**config.mk**
```make
export PLATFORM = sky130hd
export DESIGN_NAME = ctrl_unit_seq
export DESIGN_NICKNAME = d
export VERILOG_FILES = /design/src/rtl/ctrl_unit_seq.sv
export SDC_FILE = /design/constraint.sdc
export NUM_CORES = 1
export LEC_CHECK = 0
export CORE_MARGIN = 2
export CORE_UTILIZATION = 48
export DETAILED_ROUTE_END_ITERATION = 16
export PLACE_DENSITY = 0.92
export RECOVER_POWER = 50
export SYNTH_ARGS = -nofsm -noshare
export SYNTH_HDL_FRONTEND = slang
export SYNTH_SLANG_ARGS = --single-unit
```
**constraint.sdc**
```tcl
create_clock -name clk -period 4.45 [get_ports clk]
set_input_delay 0.445 -clock clk [delete_from_list [all_inputs] [get_ports clk]]
set_output_delay 0.445 -clock clk [all_outputs]
set_load 0.05 [all_outputs]
```
**src/rtl/ctrl_unit_seq.sv**
```systemverilog
// Instruction-decode control unit: opcode -> registered control word,
// two-word IADD, halt/resume, stall/flush. Illegal trap: CTRL_ILLEGAL_TRAP_EN.
module ctrl_unit_seq #(
  parameter int WORD_W = 16,
  parameter int OPC_W  = 7,
  parameter int SIG_W  = 23,
  parameter int CNT_W  = 16
) (
  input  logic              clk,
  input  logic              reset,
  input  logic [WORD_W-1:0] instr_word,
  input  logic              in_valid,
  output logic              in_ready,
  input  logic              stall,
  input  logic              flush,
  input  logic              resume,
  output logic [SIG_W-1:0]  sig_out,
  output logic              sig_valid,
  output logic [WORD_W-1:0] imm_out,
  output logic              halted,
  output logic              illegal,
  output logic [CNT_W-1:0]  retired
);

  typedef enum logic [1:0] {RUN, IMM, HALT} state_t;

  localparam logic [6:0] OP_NOT  = 7'b0010001;
  localparam logic [6:0] OP_INC  = 7'b0000011;
  localparam logic [6:0] OP_OUT  = 7'b0011001;
  localparam logic [6:0] OP_IN   = 7'b0011000;
  localparam logic [6:0] OP_HLT  = 7'b1100001;
  localparam logic [6:0] OP_NOP  = 7'b1101000;
  localparam logic [6:0] OP_SETC = 7'b1100010;
  localparam logic [6:0] OP_MOV  = 7'b0010101;
  localparam logic [6:0] OP_ADD  = 7'b0001101;
  localparam logic [6:0] OP_SUB  = 7'b0001001;
  localparam logic [6:0] OP_AND  = 7'b0001111;
  localparam logic [6:0] OP_IADD = 7'b0100000;

  localparam logic [22:0] S_NOT  = 23'b01110111000001001100011;
  localparam logic [22:0] S_INC  = 23'b01110110000000001100011;
  localparam logic [22:0] S_OUT  = 23'b01100111000001011100011;
  localparam logic [22:0] S_IN   = 23'b01111111000001011100011;
  localparam logic [22:0] S_HLT  = 23'b00000011000001110000001;
  localparam logic [22:0] S_NOP  = 23'b01100111000001110100001;
  localparam logic [22:0] S_SETC = 23'b01100111000000011100011;
  localparam logic [22:0] S_MOV  = 23'b01110111000001011100011;
  localparam logic [22:0] S_ADD  = 23'b01110111000000001100011;
  localparam logic [22:0] S_SUB  = 23'b01110111000000101100011;
  localparam logic [22:0] S_AND  = 23'b01110111000000111100011;
  localparam logic [22:0] S_IADD = 23'b10110111100000001100011;

  localparam logic [OPC_W-1:0] LOW_MASK = OPC_W'(7'h7F);

  state_t           state;
  logic [OPC_W-1:0] opc;
  logic [6:0]       op7;
  logic             hi_zero;
  logic [22:0]      dsig;
  logic             legal;
  logic             is_hlt;
  logic             is_iadd;
  logic             accept;

  assign opc      = instr_word[WORD_W-1 -: OPC_W];
  assign op7      = opc[6:0];
  assign hi_zero  = (opc & ~LOW_MASK) == '0;
  assign in_ready = !stall && !flush && (state != HALT);
  assign accept   = in_valid && in_ready;
  assign halted   = (state == HALT);
  assign is_hlt   = legal && (op7 == OP_HLT);
  assign is_iadd  = legal && (op7 == OP_IADD);

  // Unknown or over-wide opcodes fall back to the NOP word.
  always_comb begin
    dsig  = S_NOP;
    legal = 1'b1;
    unique case (1'b1)
      (op7 == OP_NOT):  dsig = S_NOT;
      (op7 == OP_INC):  dsig = S_INC;
      (op7 == OP_OUT):  dsig = S_OUT;
      (op7 == OP_IN):   dsig = S_IN;
      (op7 == OP_HLT):  dsig = S_HLT;
      (op7 == OP_NOP):  dsig = S_NOP;
      (op7 == OP_SETC): dsig = S_SETC;
      (op7 == OP_MOV):  dsig = S_MOV;
      (op7 == OP_ADD):  dsig = S_ADD;
      (op7 == OP_SUB):  dsig = S_SUB;
      (op7 == OP_AND):  dsig = S_AND;
      (op7 == OP_IADD): dsig = S_IADD;
      default:          legal = 1'b0;
    endcase
    if (!hi_zero) begin
      dsig  = S_NOP;
      legal = 1'b0;
    end
  end

`ifdef CTRL_ILLEGAL_TRAP_EN
  logic ill_q;
  assign illegal = ill_q;
`else
  assign illegal = 1'b0;
`endif

  always_ff @(posedge clk) begin
    if (reset) begin
      state     <= RUN;
      sig_out   <= '0;
      sig_valid <= 1'b0;
      imm_out   <= '0;
      retired   <= '0;
`ifdef CTRL_ILLEGAL_TRAP_EN
      ill_q     <= 1'b0;
`endif
    end else if (flush) begin
      state     <= RUN;
      sig_valid <= 1'b0;
      sig_out   <= SIG_W'(S_NOP);
    end else if (!stall) begin
      if (sig_valid) retired <= retired + CNT_W'(1);
      sig_valid <= 1'b0;
      sig_out   <= SIG_W'(S_NOP);
      unique case (state)
        RUN: if (accept) begin
          if (is_iadd) begin
            state <= IMM;
          end else begin
            sig_valid <= 1'b1;
            sig_out   <= SIG_W'(dsig);
            if (is_hlt) state <= HALT;
`ifdef CTRL_ILLEGAL_TRAP_EN
            if (!legal) begin
              ill_q <= 1'b1;
              state <= HALT;
            end
`endif
          end
        end
        IMM: if (accept) begin
          imm_out   <= instr_word;
          sig_out   <= SIG_W'(S_IADD);
          sig_valid <= 1'b1;
          state     <= RUN;
        end
        HALT: if (resume) state <= RUN;
        default: state <= RUN;
      endcase
    end
  end

endmodule

```
==> out/metrics.yaml <==
post_cts_resized: 0
cts_setup_buffers: 0
ys_top_cells_by_area: "dfxtp_1, nand2_1, a21oi_1"
synthesis.area_mm2: 0.00222
cts_hold_buf: 0
grt_pass1_vias: 1785
multi_input_area_mm2: 0.00112
wl_per_cell_um: 13.3
synthAdderAreaFrac_pct: 0.563
async_reset_ff_share_pct: 0
yosys.area_share.simple_pct: 27.6
synth_edf_count: 0
fillerInstances: 359
path_clk_slew_ns: 0.07
setup_viol: 0
cts_tree: "done"
regArea_um2: 921
max_slew_margin_pct: 59.8
seq_area_frac_synth_pct: 41.4
nets: 354
place_area_mm2: 0.00285
cts_buffers: 5
cp_max_fo: 18
min_path_type: "reg2reg"
io_pins: 81
p_per_area_mw_per_mm2: 261
setup_ws_ns: 1.71
drt_first_iter_violations: 130
dieArea_mm2: 0.00519
hold_depth: 2
critical_path_class: "in2out"
clock_path_buffers: 2
pre_cts_ws_ns: 1.72
final_max_slew_viol_count: 0
grt_max_degree: 41
ys_warn_count: 0
design_area_mm2: 0.00292
max-cap-violations: 0
htreeDepth: 2
status: "complete, no violations"
critPathArrivalTime_ns: 2.30
drt_wl_total_mm: 5.09
yosys_register_bits: 46
clkSinkCount: 46
leakagePower_nw: 1.16
yosys-top-cells-count: "nand2_1, dfxtp_1, nor2_1"
clockRootBuffer: "clkbuf_8"
rows: 24
r2r_start: "sig_valid"
drt_pass1_iterations: 4
ys.flop_type: "dfxtp_1"
finalCriticalPeriod_ns: 2.74
vias: 2065
io_buffer_count: 72
synth_top_family_by_area: "simple AND/OR/NAND/NOR gates"
peakVddDrop_mv: 0.207
rsz0062_at_grt: "no"
fin_hold_ws_ns: 0.450
drive_gt1_share_pct: 3.93
synth_most_common_cell: "nand2_1"
dpl.hpwl_mm: 3.80
ant_nets: 0
synth_compound_area_share_pct: 14.2
ff2ff_setup_slack_ns: 2.68
min_period_over_period_pct: 61.6
muxShareOfSynthArea_pct: 0.900
critPathCaptureType: "output pin"
dieWidth_um: 72.1
antenna_found_initial: 0
grt_use_total_pct: 20.2
finalSetupTns_ns: 0
r2r_end: "retired[8]"
syn_avg_cell_area_um2: 8.11
critPathLaunchType: "input port"
syn2layout_area_growth_pct: 31.4
grt_overflow: 0
antenna_cells: 0
place.gp.congestion: 0.856
yosys.area.top_type: "dfxtp_1"
synth_top_area_share_pct: 41.4
finClkSkew_ns: 0.00270
required_ns: 4.01
hold_end: "imm_out[0]"
worstSkewPairLatency_ns: 0.29
r2r.worst_path.cells: 5
yosys.area_share.xor_xnor_pct: 5.91
start_util_pct: 50.4
vias_per_cell: 5.39
max_clock_freq_ghz: 0.365
power_uw: 763
grt_pass1_wl_mm: 8.38
synth_cell_type_count: 47
worst_slew_pin_slew_ns: 0.601
drc: 0
coreArea_mm2: 0.00441
worstHoldStart: "imm_out[0]"
hold_viol_final: 0
fp.dieH_um: 72.1
synthCells: 274
how the worst max path moves through the flow:
| stage | start | end | slack [ns] | cells after the start |
|---|---|---|---|---|
| after floorplan | stall | in_ready | 2.11 | 3 |
| after global placement | stall | in_ready | 1.73 | 3 |
| after detailed placement | stall | in_ready | 1.72 | 3 |
| after CTS | stall | in_ready | 1.72 | 3 |
| after global routing | stall | in_ready | 1.61 | 3 |
| final | stall | in_ready | 1.71 | 3 |
critical path, stage by stage:
cell             delay (ns)
dlygate4sd3_1          0.77
nor3_1                 0.26
clkdlybuf4s50_1        0.82
layout by cell type (no fill, tap or decap), drive strengths merged, types with 2 or more instances in the layout:
| cell type | n |
|---|---|
| inv | 3 |
| xnor2 | 4 |
| a31oi | 3 |
| nand3 | 6 |
| o21bai | 2 |
| nor3b | 4 |
| conb | 8 |
| nand4 | 5 |
| mux2i | 2 |
| and2 | 4 |
| o21ai | 7 |
| a21oi | 28 |
| or2 | 2 |
| o21a | 2 |
| dfxtp | 46 |
| clkdlybuf4s50 | 27 |
| nor4 | 4 |
| o211ai | 3 |
| and3 | 6 |
| nand2b | 2 |
| nor4b | 2 |
| nor2b | 4 |
| dlygate4sd3 | 45 |
| xor2 | 11 |
| nor2 | 32 |
| clkbuf | 7 |
| a221oi | 2 |
| nand2 | 47 |
sequential cells by signal (all words and copies together) (netlist names):
| signal | cells |
|---|---|
| imm_out | 16 |
| retired | 16 |
| sig_out | 11 |
| state | 2 |
| sig_valid | 1 |
logic make-up (layout without fill, tap and decap cells):
logic type      Yosys count  after routing
compound gates           53             53
xor+xnor                 15             15
buf+inv                  33             83
mux                       2              2
fa+ha+maj                 1              1
simple gates            123            123
flops                    46             46
other cells               1              8
report_power, final:
| group | total [mW] | switching (mW) | leakage, nW | internal (mW) |
|---|---|---|---|---|
| combinational | 0.114 | 0.0754 | 0.745 | 0.0387 |
| sequential | 0.419 | 0.00296 | 0.373 | 0.416 |
| clock | 0.230 | 0.122 | 0.0383 | 0.108 |
| total | 0.763 | 0.200 | 1.16 | 0.563 |
layout make-up:
cell class | count | area share, %
repair buffers | 73 | 24.9
flip-flops and latches | 46 | 31.5
multi-input cells | 202 | 38.3
inverters | 3 | 0.385
well taps | 52 | 2.23
clock buffers | 7 | 2.61
through the flow:
stage                     std cells  utilization (%)
after floorplan                 281                -
after global placement          376             64.6
after detailed placement        376             64.6
after CTS                       383             66.3
after global routing            383             66.2
final                           383             66.2
metal layers:
layer	GRT usage, %	routed length (um)	vias to the layer above
met3	6.81	407	6
met5	0	0	-
met4	5.87	74	0
li1	-	-	1024
met2	31.9	2420	81
met1	26.4	2180	954
Note: power is estimated with default switching activity, not from simulation.
